$ cat src/rtl/jtag_master_seq.sv
// jtag_master_seq: system-clock JTAG master that runs an optional IR scan followed by an optional DR scan.
// Latency: each TCK step takes 2*CLK_DIV CLK cycles. IR scan is IR_LEN+6 steps, DR scan is N+5 steps,
//          and the post-reset TLR walk is 6 steps. A request with no scans reports done 2 CLK after start.
// Backpressure: start is taken only while busy=0. Starts that arrive while busy are dropped, not queued.
// Ports: CLK/RST_N are the clock and async active-low reset. start/do_ir/do_dr/ir_value/dr_value/dr_len
//        form the request and are latched at start. busy/done/dr_captured report status.
//        TCK/TMS/TDI/TDO connect to the TAP.
module jtag_master_seq #(
    parameter int IR_LEN  = 4,
    parameter int DR_MAX  = 16,
    parameter int CLK_DIV = 2
) (
    input  logic                        CLK,
    input  logic                        RST_N,
    input  logic                        start,
    input  logic                        do_ir,
    input  logic                        do_dr,
    input  logic [IR_LEN-1:0]           ir_value,
    input  logic [DR_MAX-1:0]           dr_value,
    input  logic [$clog2(DR_MAX+1)-1:0] dr_len,
    output logic                        busy,
    output logic                        done,
    output logic [DR_MAX-1:0]           dr_captured,
    output logic                        TCK,
    output logic                        TMS,
    output logic                        TDI,
    input  logic                        TDO
);
    localparam int LW   = $clog2(DR_MAX + 1);
    localparam int SMX1 = (DR_MAX > IR_LEN) ? DR_MAX : IR_LEN;
    localparam int SMAX = (SMX1 > 6) ? SMX1 : 6;
    localparam int SW   = $clog2(SMAX + 1);
    localparam int DW   = (CLK_DIV > 1) ? $clog2(CLK_DIV) : 1;

    typedef enum logic [3:0] {
        TLR_SEQ, IDLE, IR_HEAD, IR_SHIFT, IR_TAIL, DR_HEAD, DR_SHIFT, DR_TAIL, FINISH
    } state_t;

    state_t            state, state_nxt;
    logic [SW-1:0]     step, step_nxt;
    logic [DW-1:0]     div_cnt, div_nxt;
    logic [IR_LEN-1:0] ir_sh, ir_sh_nxt;
    logic [DR_MAX-1:0] dr_sh, dr_sh_nxt;
    logic [LW-1:0]     dr_cnt, dr_cnt_nxt;
    logic              dr_lat, dr_lat_nxt;
    logic [DR_MAX-1:0] cap_sh, cap_sh_nxt;
    logic [DR_MAX-1:0] cap_mask, cap_mask_nxt;
    logic [DR_MAX-1:0] cap_out_nxt;
    logic              tck_nxt, tms_nxt, tdi_nxt, busy_nxt, done_nxt;
    logic              running, div_last, rise, step_end;

    always_ff @(posedge CLK or negedge RST_N) begin
        if (!RST_N) begin
            state       <= TLR_SEQ;
            step        <= '0;
            div_cnt     <= '0;
            ir_sh       <= '0;
            dr_sh       <= '0;
            dr_cnt      <= '0;
            dr_lat      <= 1'b0;
            cap_sh      <= '0;
            cap_mask    <= '0;
            dr_captured <= '0;
            TCK         <= 1'b0;
            TMS         <= 1'b1;
            TDI         <= 1'b0;
            busy        <= 1'b1;
            done        <= 1'b0;
        end else begin
            state       <= state_nxt;
            step        <= step_nxt;
            div_cnt     <= div_nxt;
            ir_sh       <= ir_sh_nxt;
            dr_sh       <= dr_sh_nxt;
            dr_cnt      <= dr_cnt_nxt;
            dr_lat      <= dr_lat_nxt;
            cap_sh      <= cap_sh_nxt;
            cap_mask    <= cap_mask_nxt;
            dr_captured <= cap_out_nxt;
            TCK         <= tck_nxt;
            TMS         <= tms_nxt;
            TDI         <= tdi_nxt;
            busy        <= busy_nxt;
            done        <= done_nxt;
        end
    end

    always_comb begin
        state_nxt    = state;
        step_nxt     = step;
        div_nxt      = '0;
        ir_sh_nxt    = ir_sh;
        dr_sh_nxt    = dr_sh;
        dr_cnt_nxt   = dr_cnt;
        dr_lat_nxt   = dr_lat;
        cap_sh_nxt   = cap_sh;
        cap_mask_nxt = cap_mask;
        cap_out_nxt  = dr_captured;
        tck_nxt      = 1'b0;
        busy_nxt     = busy;
        done_nxt     = 1'b0;
        tms_nxt      = 1'b0;
        tdi_nxt      = 1'b0;

        // TCK runs only while a TAP walk is active. Each half-period is CLK_DIV cycles.
        running  = (state != IDLE) && (state != FINISH);
        div_last = (div_cnt == DW'(CLK_DIV - 1));
        rise     = running && !TCK && div_last;
        step_end = running && TCK && div_last;
        if (running) begin
            div_nxt = div_last ? '0 : div_cnt + DW'(1);
            tck_nxt = div_last ? ~TCK : TCK;
        end

        // Capture TDO in the same CLK edge that raises TCK. The one-hot mask right-aligns the bits.
        if (rise && state == DR_SHIFT)
            cap_sh_nxt = cap_sh | (TDO ? cap_mask : '0);

        case (state)
            TLR_SEQ: if (step_end) begin
                if (step == SW'(5)) begin
                    state_nxt = IDLE;
                    step_nxt  = '0;
                    busy_nxt  = 1'b0;
                end else step_nxt = step + SW'(1);
            end
            IDLE: if (start) begin
                ir_sh_nxt    = ir_value;
                dr_sh_nxt    = dr_value;
                dr_cnt_nxt   = (dr_len == '0 || dr_len > LW'(DR_MAX)) ? LW'(DR_MAX) : dr_len;
                dr_lat_nxt   = do_dr;
                cap_sh_nxt   = '0;
                cap_mask_nxt = DR_MAX'(1);
                busy_nxt     = 1'b1;
                step_nxt     = '0;
                state_nxt    = do_ir ? IR_HEAD : (do_dr ? DR_HEAD : FINISH);
            end
            IR_HEAD: if (step_end) begin
                if (step == SW'(3)) begin
                    state_nxt = IR_SHIFT;
                    step_nxt  = '0;
                end else step_nxt = step + SW'(1);
            end
            IR_SHIFT: if (step_end) begin
                ir_sh_nxt = ir_sh >> 1;
                if (step == SW'(IR_LEN - 1)) begin
                    state_nxt = IR_TAIL;
                    step_nxt  = '0;
                end else step_nxt = step + SW'(1);
            end
            IR_TAIL: if (step_end) begin
                if (step == SW'(1)) begin
                    state_nxt = dr_lat ? DR_HEAD : FINISH;
                    step_nxt  = '0;
                end else step_nxt = step + SW'(1);
            end
            DR_HEAD: if (step_end) begin
                if (step == SW'(2)) begin
                    state_nxt = DR_SHIFT;
                    step_nxt  = '0;
                end else step_nxt = step + SW'(1);
            end
            DR_SHIFT: if (step_end) begin
                dr_sh_nxt    = dr_sh >> 1;
                cap_mask_nxt = cap_mask << 1;
                if (step == SW'(dr_cnt) - SW'(1)) begin
                    // Unshifted positions of cap_sh stay 0, so the upper bits are zeroed here.
                    cap_out_nxt = cap_sh;
                    state_nxt   = DR_TAIL;
                    step_nxt    = '0;
                end else step_nxt = step + SW'(1);
            end
            DR_TAIL: if (step_end) begin
                if (step == SW'(1)) begin
                    state_nxt = FINISH;
                    step_nxt  = '0;
                end else step_nxt = step + SW'(1);
            end
            FINISH: begin
                done_nxt  = 1'b1;
                busy_nxt  = 1'b0;
                state_nxt = IDLE;
            end
            default: state_nxt = TLR_SEQ;
        endcase

        // TMS/TDI are decoded from the next step. They move only when a step ends (TCK falling)
        // or when TCK is idle.
        case (state_nxt)
            TLR_SEQ:  tms_nxt = (step_nxt < SW'(5));
            IR_HEAD:  tms_nxt = (step_nxt < SW'(2));
            IR_SHIFT: tms_nxt = (step_nxt == SW'(IR_LEN - 1));
            IR_TAIL:  tms_nxt = (step_nxt == '0);
            DR_HEAD:  tms_nxt = (step_nxt == '0);
            DR_SHIFT: tms_nxt = (step_nxt == SW'(dr_cnt_nxt) - SW'(1));
            DR_TAIL:  tms_nxt = (step_nxt == '0);
            default:  tms_nxt = 1'b0;
        endcase
        if (state_nxt == IR_SHIFT)      tdi_nxt = ir_sh_nxt[0];
        else if (state_nxt == DR_SHIFT) tdi_nxt = dr_sh_nxt[0];
    end
endmodule

$ cat config.mk
export PLATFORM = sky130hd
export DESIGN_NAME = jtag_master_seq
export DESIGN_NICKNAME = d
export VERILOG_FILES = /design/src/rtl/jtag_master_seq.sv
export SDC_FILE = /design/constraint.sdc
export NUM_CORES = 1
export LEC_CHECK = 0
export CAP_MARGIN = 10
export CORE_ASPECT_RATIO = 1.4
export CORE_UTILIZATION = 40
export DETAILED_ROUTE_END_ITERATION = 10
export PLACE_DENSITY = 0.59
export REMOVE_ABC_BUFFERS = 1
export SLEW_MARGIN = 0
export SYNTH_ARGS = -nofsm -noshare
export SYNTH_HDL_FRONTEND = slang
export SYNTH_SLANG_ARGS = --single-unit
$ cat constraint.sdc
create_clock -name CLK -period 3.15 [get_ports CLK]
set_input_delay 0.4725 -clock CLK [delete_from_list [all_inputs] [get_ports CLK]]
set_output_delay 0.4725 -clock CLK [all_outputs]
set_load 0.01 [all_outputs]
Word-level counts from Yosys, hierarchy flattened
Index checks and enable logic that the tools add are counted.
{"block": "op_classes", "addsub": 4, "n_mul": 0, "n_div": 0, "order_cmp": 3, "n_eq_ne": 29, "shifts": 0, "muxes": 59, "bitwise": 2, "n_reduce_logical": 23}
{"operator": "$mux 16", "count": 8}
{"operator": "$mux 4", "count": 20}
{"operator": "$mux 5", "count": 14}
{"operator": "$pmux 16 s2", "count": 2}
{"operator": "$pmux 4 s9", "count": 1}
{"operator": "$eq 4x3->1 const B", "count": 8}
{"operator": "$pmux 5 s6", "count": 1}
{"operator": "$eq 4x2->1 const B", "count": 4}
{"operator": "$or 16x16->16", "count": 1}
{"operator": "$eq 5x2->1 const B", "count": 3}
{"operator": "$ne 2x2->1 const B", "count": 6}
{"operator": "$eq 5x5->1", "count": 2}
{"operator": "$logic_not 5->1", "count": 2}
{"operator": "$mux 1", "count": 10}
{"operator": "$sub 5x1->5 const B", "count": 2}
{"operator": "$reduce_and 3->1", "count": 3}
{"operator": "$logic_not 4->1", "count": 2}
{"operator": "$pmux 4 s2", "count": 1}
{"operator": "$logic_and 1x1->1", "count": 6}
{"operator": "$add 5x1->5 const B", "count": 1}
{"operator": "$eq 5x1->1 const B", "count": 1}
{"operator": "$eq 5x3->1 const B", "count": 1}
{"operator": "$gt 5x5->1 const B", "count": 1}
{"operator": "$lt 5x2->1 const B", "count": 1}
{"operator": "other kinds (17)", "count": 19}
{"block": "totals", "reg_bits": 89, "latch_bits": 0, "ramBits": 0, "romBits": 0, "inputBits": 31, "out_inout_bits": 21, "wordCells": 137, "mem_count": 0}

Logic depth before layout (Yosys ltp)
Gate-level depths: netlist of run 1.
{"block": "logic_depth", "depth_word": 9, "mapped_depth": 13}

Least setup slack after synthesis of run 1
OpenSTA, ideal clock, no wires.
{"block": "synth_path", "kind": "register to register", "startpoint": "register step[1]", "endpoint": "register TMS", "arrival_ps": 2557, "required_ps": 3061, "setup_slack_ps": 504, "path_stages_with_launch": 11, "n_path_buf": 0, "synth_period_minus_slack_ps": 2646, "path_cell_list": "dfrtp_1 inv_1 ha_1 or4b_4 o211ai_2 o41ai_2 o311a_4 or3_1 a211oi_2 nor3_2 o32ai_2"}
{"block": "synth_between", "elab_cells_between_ends": 47, "classes_between": "add/sub (1); order compare (2); eq/ne (13); mux (28); reduce/logical (3)"}
{"item": "start, declared", "line": "40", "source": "logic [SW-1:0] step, step_nxt;"}
{"item": "start signal, assigned", "line": "71", "source": "step <= step_nxt;"}
{"item": "$eq 5x1->1, or another cell as far along", "line": "152, 174"}
{"item": "$mux 5 (on tied branches) (2 in a row)"}
{"item": "$pmux 5 s6 *", "line": "119", "source": "case (state)"}
{"item": "net step_nxt[0]", "line": "40"}
{"item": "$lt 5x2->1, or another cell as far along", "line": "191", "source": "IR_HEAD: tms_nxt = (step_nxt < SW'(2));"}
{"item": "$pmux 1 s5 *", "line": "189", "source": "case (state_nxt)"}
{"item": "net tms_nxt", "line": "49", "source": "logic tck_nxt, tms_nxt, tdi_nxt, busy_nxt, done_nxt;"}
{"item": "end signal, assigned", "line": "81", "source": "TMS <= tms_nxt;"}
{"item": "end, declared", "line": "25", "source": "output logic TMS,"}
The timed path passes the listed nets; every way through them passes the cells marked *.
A chain may end at the register's enable or synchronous reset.

Final worst setup path of run 1
{"block": "layout_path", "startpoint": "register step[1]", "endpoint": "register TMS"}
{"block": "layout_between", "elab_cells_between_ends": 47, "classes_between": "add/sub (1); order compare (2); eq/ne (13); mux (28); reduce/logical (3)"}
{"item": "$add 5x1->5, or another cell as far along"}
{"item": "$mux 5 (on tied branches) (2 in a row)"}
{"item": "$pmux 5 s6 *", "line": "119"}
{"item": "net step_nxt[4]", "line": "40"}
{"item": "$lt 5x2->1, or another cell as far along", "line": "191"}
{"item": "$pmux 1 s5 *", "line": "189"}
{"item": "net tms_nxt", "line": "49"}
Marks and branches as above.

==> summary.md, run 1 <==
| Metric | Value |
|---|---|
| Crit path max fanout | 7 |
| FMAX | 337.4 MHz |
| Top-count cell post-synth | nand2_1 |
| Antenna fix cells | 0 |
| Synth Instances | 486 |
| RSZ-0062 raised after global routing | false |
| Layout cells sized above 1 | 16.15% |
| Setup Skew | 0.006127 ns |
| Fin crit period | 2.964 ns |
| Routed len/inst | 17.03 µm |
| Final Hold Viols | 0 |
| Yosys Warn Count | 0 |
| H-tree Lvls | 3 |
| Count of cell types in the netlist | 82 |
| Avg Cell Area, Syn | 9.708 µm² |
| Outcome | finished, final reports clean |
| Core ar. | 11400 µm² |
| Period utilisation layout | 94.10% |
| Design Power | 2.319 mW |
| Clk buf depth | 2 |
| Max-cap violation count | 0 |
| CTS tree | built |
| CTS Root Buffer Type | clkbuf_16 |
| Clk sinks | 89 |
| Main synth FF type | dfrtp_1 |
| Core Util, Final | 50.89% |
| IO Pins | 52 |
| Synth top cells by count | nand2_1, dfrtp_1, nor2_1 |
| Crit Path Class | flip-flop to flip-flop |
| Detail Route Antenna Nets | 0 |
| Synthesized flop and latch total | 89 |
| Gr usage total | 20.72% |
| Post-synth EDFFs | 0 |
| Post-route DRC | 0 |
| Die area | 12240 µm² |
| Synth area leader | dfrtp_1 |
| Critical Path AT | 3.22 ns |
| CTS buffer count | 9 |
| Layout area overhead | 22.91% |
| Fillcell total | 1080 |
| Initial antenna violation count | 0 |
| Register area share after synthesis | 47.26% |
| Fin. max-slew vios | 0 |
| Required time of the worst setup path | 3.40 ns |
| Synth top area cells | dfrtp_1, nand2_1, mux2_2 |
| Critical Path Source Type | flip-flop |
| Synth top area share | 46.14% |
| Congestion Overflow GR | 0 |
| Worst hold-check path type | input port to async pin |
| DR iter-0 viols | 170 |
| Pwr/cell area | 399.8 nW/µm² |
| Fin Hold WS | 0.1460 ns |
| First-pass GRT wire length | 19460 µm |
| Layout Nets | 583 |
| Die Wd | 93.79 µm |
| Reg clk slew, reported paths | 0.06 ns |
| Die Y-Extent | 130.5 µm |
| Area of the mapped netlist | 4718 µm² |
| DP Area | 5500 µm² |
| Final setup viols | 0 |
| Vias in the first global route | 3782 |
| R2R setup slack | 0.19 ns |
| IO Port Bufs | 51 |
| Clk Latency, worst-skew pair | 0.33 ns |
| Static leakage | 2.594 nW |
| Max VDD drop | 0.3242 mV |
| Asr flop ratio synth | 100.0% |
| CP Capture Type | flip-flop |
| Buffers inserted by post-CTS timing repair | 0 |
| Final Cell Area | 5799 µm² |
| Starting density of the core | 41.40% |
| WL final | 11840 µm |
| GP Congestion | 0.8701 |
| Row count | 46 |
| Via Count | 3813 |
| Max-slew headroom | 48.30% |
| Largest net degree at the start of global routing | 49 |
| Hpwl dp | 8701 µm |
| Vias per cell | 5.486 |
| First-pass iteration count of the detailed router | 4 |
| DP Cell Count | 679 |
| Slew @ Worst Pin | 0.7685 ns |
| Final cell count without fillers | 695 |
==> layer usage <==
layer  vias up  GRT usage (%)  routed length (µm)
li1       1851              -                   -
met5         -              0                   0
met4         0          6.697                 161
met2        74          37.31                6268
met1      1876          25.22                4978
met3        12          3.241                 427
==> through the flow <==
stage / TNS [ns] / worst slack, ns
finish: 0 / 0.1860
global route: 0 / 0.003066
CTS: 0 / 0.1609
detailed placement: 0 / 0.0007314
global placement: 0 / 0.04153
floorplan: -9.355 / -0.4868
==> repair_timing <==
action / CTS / global route
hold buffers: 0 / 0
endpoints found under the setup margin: 0 / 1
resized for setup: 0 / 1
==> worst max-delay path, cell delays in order, from the launching register on <==
cell and delay [ns]:
dfrtp_1 0.50, inv_1 0.08, ha_1 0.27, or4b_4 0.26
nor2_1 0.06, maj3_1 0.36, a211oi_1 0.40, o32ai_1 0.17
o21ai_0 0.21, mux2i_1 0.25, o2111ai_1 0.17, o32ai_2 0.15
==> logic make-up after synthesis <==
group,count (synthesis),share of synthesized area (%)
AND/OR/NAND/NOR,190,20.39
flip-flops,89,47.26
adder cells (fa/ha/maj),7,1.803
AO/OA/AOI/OAI,121,19.25
multiplexers,20,4.694
XOR/XNOR,13,2.413
buffers and inverters,46,4.190
==> cells in the final DEF (no fill, tap or decap), types with 3 or more instances in the layout <==
cell / n
mux2i_1: 3
nor3_1: 7
o2111ai_1: 5
a21o_1: 3
nand2_1: 91
clkbuf_8: 3
and2_1: 3
nor4b_1: 4
mux2_2: 17
clkbuf_16: 9
a211oi_1: 3
nand2b_1: 5
a22oi_1: 17
dfrtp_1: 87
xnor2_1: 9
nor4_1: 3
nor2_1: 34
ha_1: 6
xor2_1: 4
clkdlybuf4s50_1: 50
nand4_1: 4
a21oi_1: 26
buf_4: 28
nand3_1: 4
a22o_1: 3
nor3b_1: 3
nor2b_1: 6
inv_1: 16
o21ai_0: 28
==> sequential cells by signal, summed over array words and instances (netlist names), 4 cells and up <==
name	flops
cap_mask	16
cap_sh	16
dr_captured	16
dr_sh	16
dr_cnt	5
step	5
ir_sh	4
state	4
==> final timing paths <==
path,start,to,cells past startpoint
setup reg to reg,step[1],TMS,11
setup / recovery,step[1],TMS,11
max in group asynchronous,RST_N,TMS,2
min in group CLK,dr_sh[10],dr_sh[10],2
hold / removal,RST_N,dr_sh[13],1
hold reg to reg,dr_sh[10],dr_sh[10],2
==> layout make-up <==
class                           count  area (µm²)  share of cell area (%)
Multi-Input combinational cell    351        2306                   39.76
Inverter                           16       60.06                   1.036
Timing Repair Buffer               79       730.7                   12.60
Clock buffer                       12       266.5                   4.595
Tap cell                          144       180.2                   3.107
Clock inverter                      4       26.28                  0.4531
Sequential cell                    89        2230                   38.45
==> where the power goes <==
group / switching (mW) / internal, mW / leakage, nW
sequential: 0.0164 / 1.17 / 1.16
combinational: 0.0546 / 0.0566 / 1.29
clock: 0.426 / 0.598 / 0.145
total: 0.497 / 1.82 / 2.59
(Power assumes the default switching activity.)
==> inputs of run 2 (changes only) <==
- CAP_MARGIN: 10 -> 25
- PLACE_DENSITY: 0.59 -> default
- PLACE_DENSITY_LB_ADDON: default -> 0.12
==> run 2 against run 1 <==
- critical path depth decreased by 1
- total power down 2.0%
- sequential power about the same
- clock power decreased by 4%
- worst setup slack worse by 0.042 ns
- wire length fell by 0.46%
- register-to-register slack worse by 0.04 ns
- die area unchanged
- via count down 0.52%
- core utilization shrank 0.41 points
- sequential share of layout area increased by 0.31 points
- sequential cell count unchanged
==> summary.md, run 2 (same netlist as run 1, synthesis figures left out) <==
| Metric | Value |
|---|---|
| CP max stage delay | 0.45 ns |
| Period utilisation layout | 95.44% |
| H-tree Lvls | 3 |
| Clk Latency, worst-skew pair | 0.34 ns |
| Clk sinks | 89 |
| Critical Path Source | step[0] |
| Vias in the first global route | 4009 |
| Design Power | 2.273 mW |
| First-pass GRT wire length | 19730 µm |
| Most frequent cells in the layout | nand2_1, dfrtp_1, clkdlybuf4s50_1 |
| Via Count | 3793 |
| Worst hold-check path type | input port to async pin |
| Largest net degree at the start of global routing | 51 |
| Max VDD drop | 0.3537 mV |
| Starting density of the core | 41.40% |
| Final Hold Viols | 0 |
| Fin. max-slew vios | 0 |
| Pwr/cell area | 395.2 nW/µm² |
| CTS Root Buffer Type | clkbuf_16 |
| Reg-to-Reg End | TMS |
| DR iter-0 viols | 128 |
| FMAX | 332.6 MHz |
| GP Congestion | 0.8338 |
| Routed len/inst | 16.98 µm |
| Max-cap violation count | 0 |
| Global routing's busiest layer | met2 |
| Congestion Overflow GR | 0 |
| Fillcell total | 1096 |
| Layout cells sized above 1 | 15.64% |
| Met3 Use GR | 3.588% |
| Multi-input gate area | 2300 µm² |
| WL final | 11780 µm |
| Core ar. | 11400 µm² |
| CTS buffer count | 9 |
| First-pass iteration count of the detailed router | 4 |
| Die Wd | 93.79 µm |
| CP Capture Type | flip-flop |
| Max-slew headroom | 49.88% |
| Reg clk slew, reported paths | 0.07 ns |
| Reg area | 2230 µm² |
| Crit path max fanout | 6 |
| Buffers inserted by post-CTS timing repair | 0 |
| Outcome | finished, final reports clean |
| Layout area overhead | 21.93% |
| Worst Reg-to-Reg Cells | 10 |
| Static leakage | 2.569 nW |
| Die Y-Extent | 130.5 µm |
| Vias per cell | 5.465 |
| Slew @ Worst Pin | 0.7449 ns |
| Met1 Track Usage GR | 23.90% |
| R2R setup slack | 0.14 ns |
| Post-route DRC | 0 |
| RSZ-0062 raised after global routing | false |
| Layout Nets | 582 |
| Met2 usage | 38.34% |
| Critical Path Source Type | flip-flop |
| CTS tree | built |
| Initial antenna violation count | 0 |
| CP max stage cell | a211oi_1 |
| Critical Path End | TMS |
| Final setup viols | 0 |
| Hpwl dp | 8684 µm |
| Post-CTS sizing | 0 |
| Clk buf depth | 2 |
| Die area | 12240 µm² |
| Detail Route Antenna Nets | 0 |
| Crit Path Class | flip-flop to flip-flop |
| Row count | 46 |
| Critical path, cell by cell | ha_1, or4b_4, nor2_1, maj3_1, a211oi_1, o32ai_1, o21ai_0, mux2i_1, o2111ai_1, o32ai_2 |
| Gr usage total | 21.01% |
| IO Pins | 52 |
| Required time of the worst setup path | 3.39 ns |
| Critical Path AT | 3.25 ns |
| Reg-to-Reg Start | step[0] |
| Commonest non-fill, non-tap cell in the layout | nand2_1 |
| Fin crit period | 3.006 ns |
| Fin Hold WS | 0.1438 ns |
| IO Port Bufs | 51 |
| Hold-fix buffers, CTS | 0 |
| Antenna fix cells | 0 |
| Setup Skew | 0.007342 ns |
-- run 2: cell types whose count changed in the layout (fill, tap and decap cells not counted), sizes merged --
cell and delta:
buf -1, clkbuf -2, clkinv +1, inv +1
-- run 2: layout make-up --
class | count | share of cell area [%]
clock buffers | 10 | 3.980
repair buffers | 78 | 12.35
well taps | 144 | 3.132
multi-input cells | 351 | 39.97
clock inverters | 6 | 0.7612
inverters | 16 | 1.044
flip-flops and latches | 89 | 38.76
-- run 2: worst min path at each step --
stage	from	end	slack [ns]	depth (start not counted)
floorplan	RST_N	TCK	0.18	0
global route	RST_N	done	0.19	1
finish	RST_N	done	0.14	1
CTS	RST_N	done	0.17	1
detailed placement	dr_sh[12]	dr_sh[12]	0.46	2
global placement	dr_sh[3]	dr_sh[3]	0.46	2
-- run 2: worst max-delay path: cells and delay by family, from the launching register on --
family / cells / cell delay, ns
compound gates: 5 / 1.21
mux: 1 / 0.27
simple gates: 2 / 0.32
fa+ha+maj: 2 / 0.66
flops: 1 / 0.43
-- run 2: per-stage QoR --
step	setup WS, ns	util [%]	area, µm²	cells	setup TNS (ns)
2_1_floorplan	-0.4868	-	4581	456	-9.355
3_3_place_gp	0.04127	48.09	5480	678	0
5_1_grt	0.02466	50.48	5753	694	0
4_1_cts	0.2173	50.48	5753	694	0
6_report	0.1436	50.48	5753	694	0
3_5_place_dp	-0.05576	48.09	5480	678	-0.05576
-- run 2: metal layers --
layer	share of wire [%]	wire, µm	vias to the layer above
li1	-	-	1845
met1	42	4891	1862
met2	54	6303	72
met3	2.5	298	14
met4	2.5	289	0
met5	0	0	-
-- run 2: power breakdown --
group          total, mW  switching [mW]  leakage [nW]  internal (mW)
logic              0.110          0.0540          1.27         0.0556
clock network      0.980           0.442         0.133          0.537
registers           1.18          0.0165          1.16           1.17
==> inputs of run 3 (changes only) <==
- CORE_UTILIZATION: 40 -> 57
==> run 3 against run 2 <==
- sequential cell count stayed put
- first-iteration DRC count is 66% higher
- maximum frequency rose by 2.3%
- combinational power barely moved
- final area down 3.5%
- non-clock buffer count down 5
- total power is 12% lower
- final cell count decreased by 7.5%
- wire length fell by 5.7%
- clock-buffer cell count rose by 2
==> summary.md, run 3 (same netlist as run 1, synthesis figures left out) <==
| Metric | Value |
|---|---|
| Detail Route Antenna Nets | 0 |
| Hpwl dp | 8228 µm |
| Clk Latency, worst-skew pair | 0.35 ns |
| GP Congestion | 0.8997 |
| Die Wd | 78.90 µm |
| Hold-fix buffers, CTS | 0 |
| Critical Path AT | 3.20 ns |
| IO Pins | 52 |
| Initial antenna violation count | 0 |
| Commonest non-fill, non-tap cell in the layout | nand2_1 |
| Final Cell Area | 5553 µm² |
| Fin crit period | 2.938 ns |
| Design Power | 1.999 mW |
| CTS tree | built |
| Required time of the worst setup path | 3.42 ns |
| Post-route DRC | 0 |
| Buffers inserted by post-CTS timing repair | 0 |
| Die area | 8651 µm² |
| Pwr/cell area | 360.0 nW/µm² |
| DP Worst Slack | -0.05175 ns |
| Die Y-Extent | 109.7 µm |
| FMAX | 340.4 MHz |
| WL final | 11110 µm |
| Layout Nets | 577 |
| Via Count | 3803 |
| Max-slew headroom | 51.63% |
| CTS buffer count | 9 |
| First-pass iteration count of the detailed router | 4 |
| Starting density of the core | 59.78% |
| Critical Path Source Type | flip-flop |
| Post-CTS sizing | 0 |
| Fin. max-slew vios | 0 |
| Largest net degree at the start of global routing | 51 |
| Final setup viols | 0 |
| Period utilisation layout | 93.26% |
| RSZ-0062 raised after global routing | false |
| H-tree Lvls | 3 |
| Congestion Overflow GR | 0 |
| Most frequent cells in the layout | nand2_1, dfrtp_1, clkdlybuf4s50_1 |
| Core Util, Final | 70.36% |
| Layout cells sized above 1 | 14.02% |
| Crit Path Class | flip-flop to flip-flop |
| Routed len/inst | 17.30 µm |
| Vias in the first global route | 3738 |
| Vias per cell | 5.924 |
| DP Area | 5388 µm² |
| Worst setup margin | 0.2122 ns |
| Antenna fix cells | 0 |
| Clk sinks | 89 |
| IO Port Bufs | 51 |
| Crit path max fanout | 5 |
| Row count | 38 |
| Static leakage | 2.492 nW |
| Gr usage total | 27.31% |
| Max VDD drop | 0.3502 mV |
| Reg clk slew, reported paths | 0.08 ns |
| CTS Root Buffer Type | clkbuf_8 |
| CP Capture Type | flip-flop |
| DR iter-0 viols | 213 |
| Slew @ Worst Pin | 0.7189 ns |
| Layout area overhead | 17.69% |
| Clk buf depth | 2 |
| Setup Skew | 0.005746 ns |
| Outcome | finished, final reports clean |
| Final Hold Viols | 0 |
| First-pass GRT wire length | 17930 µm |
| Worst hold-check path type | input port to async pin |
| Max-cap violation count | 0 |
| Core ar. | 7893 µm² |
==> run 3: final timing paths <==
path / from / end / slack, ns / depth (start not counted)
worst max-delay path: step[1] / TMS / 0.21 / 12
worst min-delay path: RST_N / dr_captured[9] / 0.14 / 1
worst max register to register: step[1] / TMS / 0.21 / 12
worst min register to register: busy / busy / 0.47 / 2
max in group asynchronous: RST_N / busy / 2.23 / 2
min in group CLK: busy / busy / 0.47 / 2
==> run 3: power breakdown <==
| group | switching [mW] | internal [mW] | total (mW) |
|---|---|---|---|
| clock network | 0.351 | 0.355 | 0.706 |
| registers | 0.0166 | 1.17 | 1.18 |
| logic | 0.0544 | 0.0551 | 0.110 |
==> run 3: per-stage QoR <==
| step | hold slack, ns | std cells | setup TNS (ns) |
|---|---|---|---|
| 2_1_floorplan | 0.1769 | 456 | -9.355 |
| 3_3_place_gp | 0.4579 | 629 | 0 |
| 3_5_place_dp | 0.4637 | 629 | -0.05175 |
| 4_1_cts | 0.1521 | 642 | 0 |
| 5_1_grt | 0.1837 | 642 | 0 |
| 6_report | 0.1357 | 642 | 0 |
==> run 3: final cells by class <==
type	count	area [µm²]
Inverter	16	60.06
Timing Repair Buffer	73	673.1
Multi-Input combinational cell	351	2300
Clock buffer	12	135.1
Tap cell	100	125.1
Clock inverter	1	30.03
Sequential cell	89	2230
Fill cell	645	2340
==> run 3: layer usage <==
metal / track usage (%) / part of all wire, % / vias up
met2: 48.20 / 53 / 86
met4: 11.69 / 2.1 / 0
met5: 0 / 0 / -
met3: 4.232 / 3.5 / 18
li1: - / - / 1831
met1: 33.15 / 42 / 1868
==> run 3: critical path, stage by stage, from the launching register on <==
cell       delay [ns]
dfrtp_1          0.43
inv_1            0.08
ha_1             0.26
or4b_4           0.53
nor2_1           0.19
maj3_1           0.21
a211oi_1         0.07
o2bb2ai_1        0.17
a41o_1           0.27
inv_1            0.11
nor4_1           0.36
nor3_2           0.08
o32ai_2          0.10
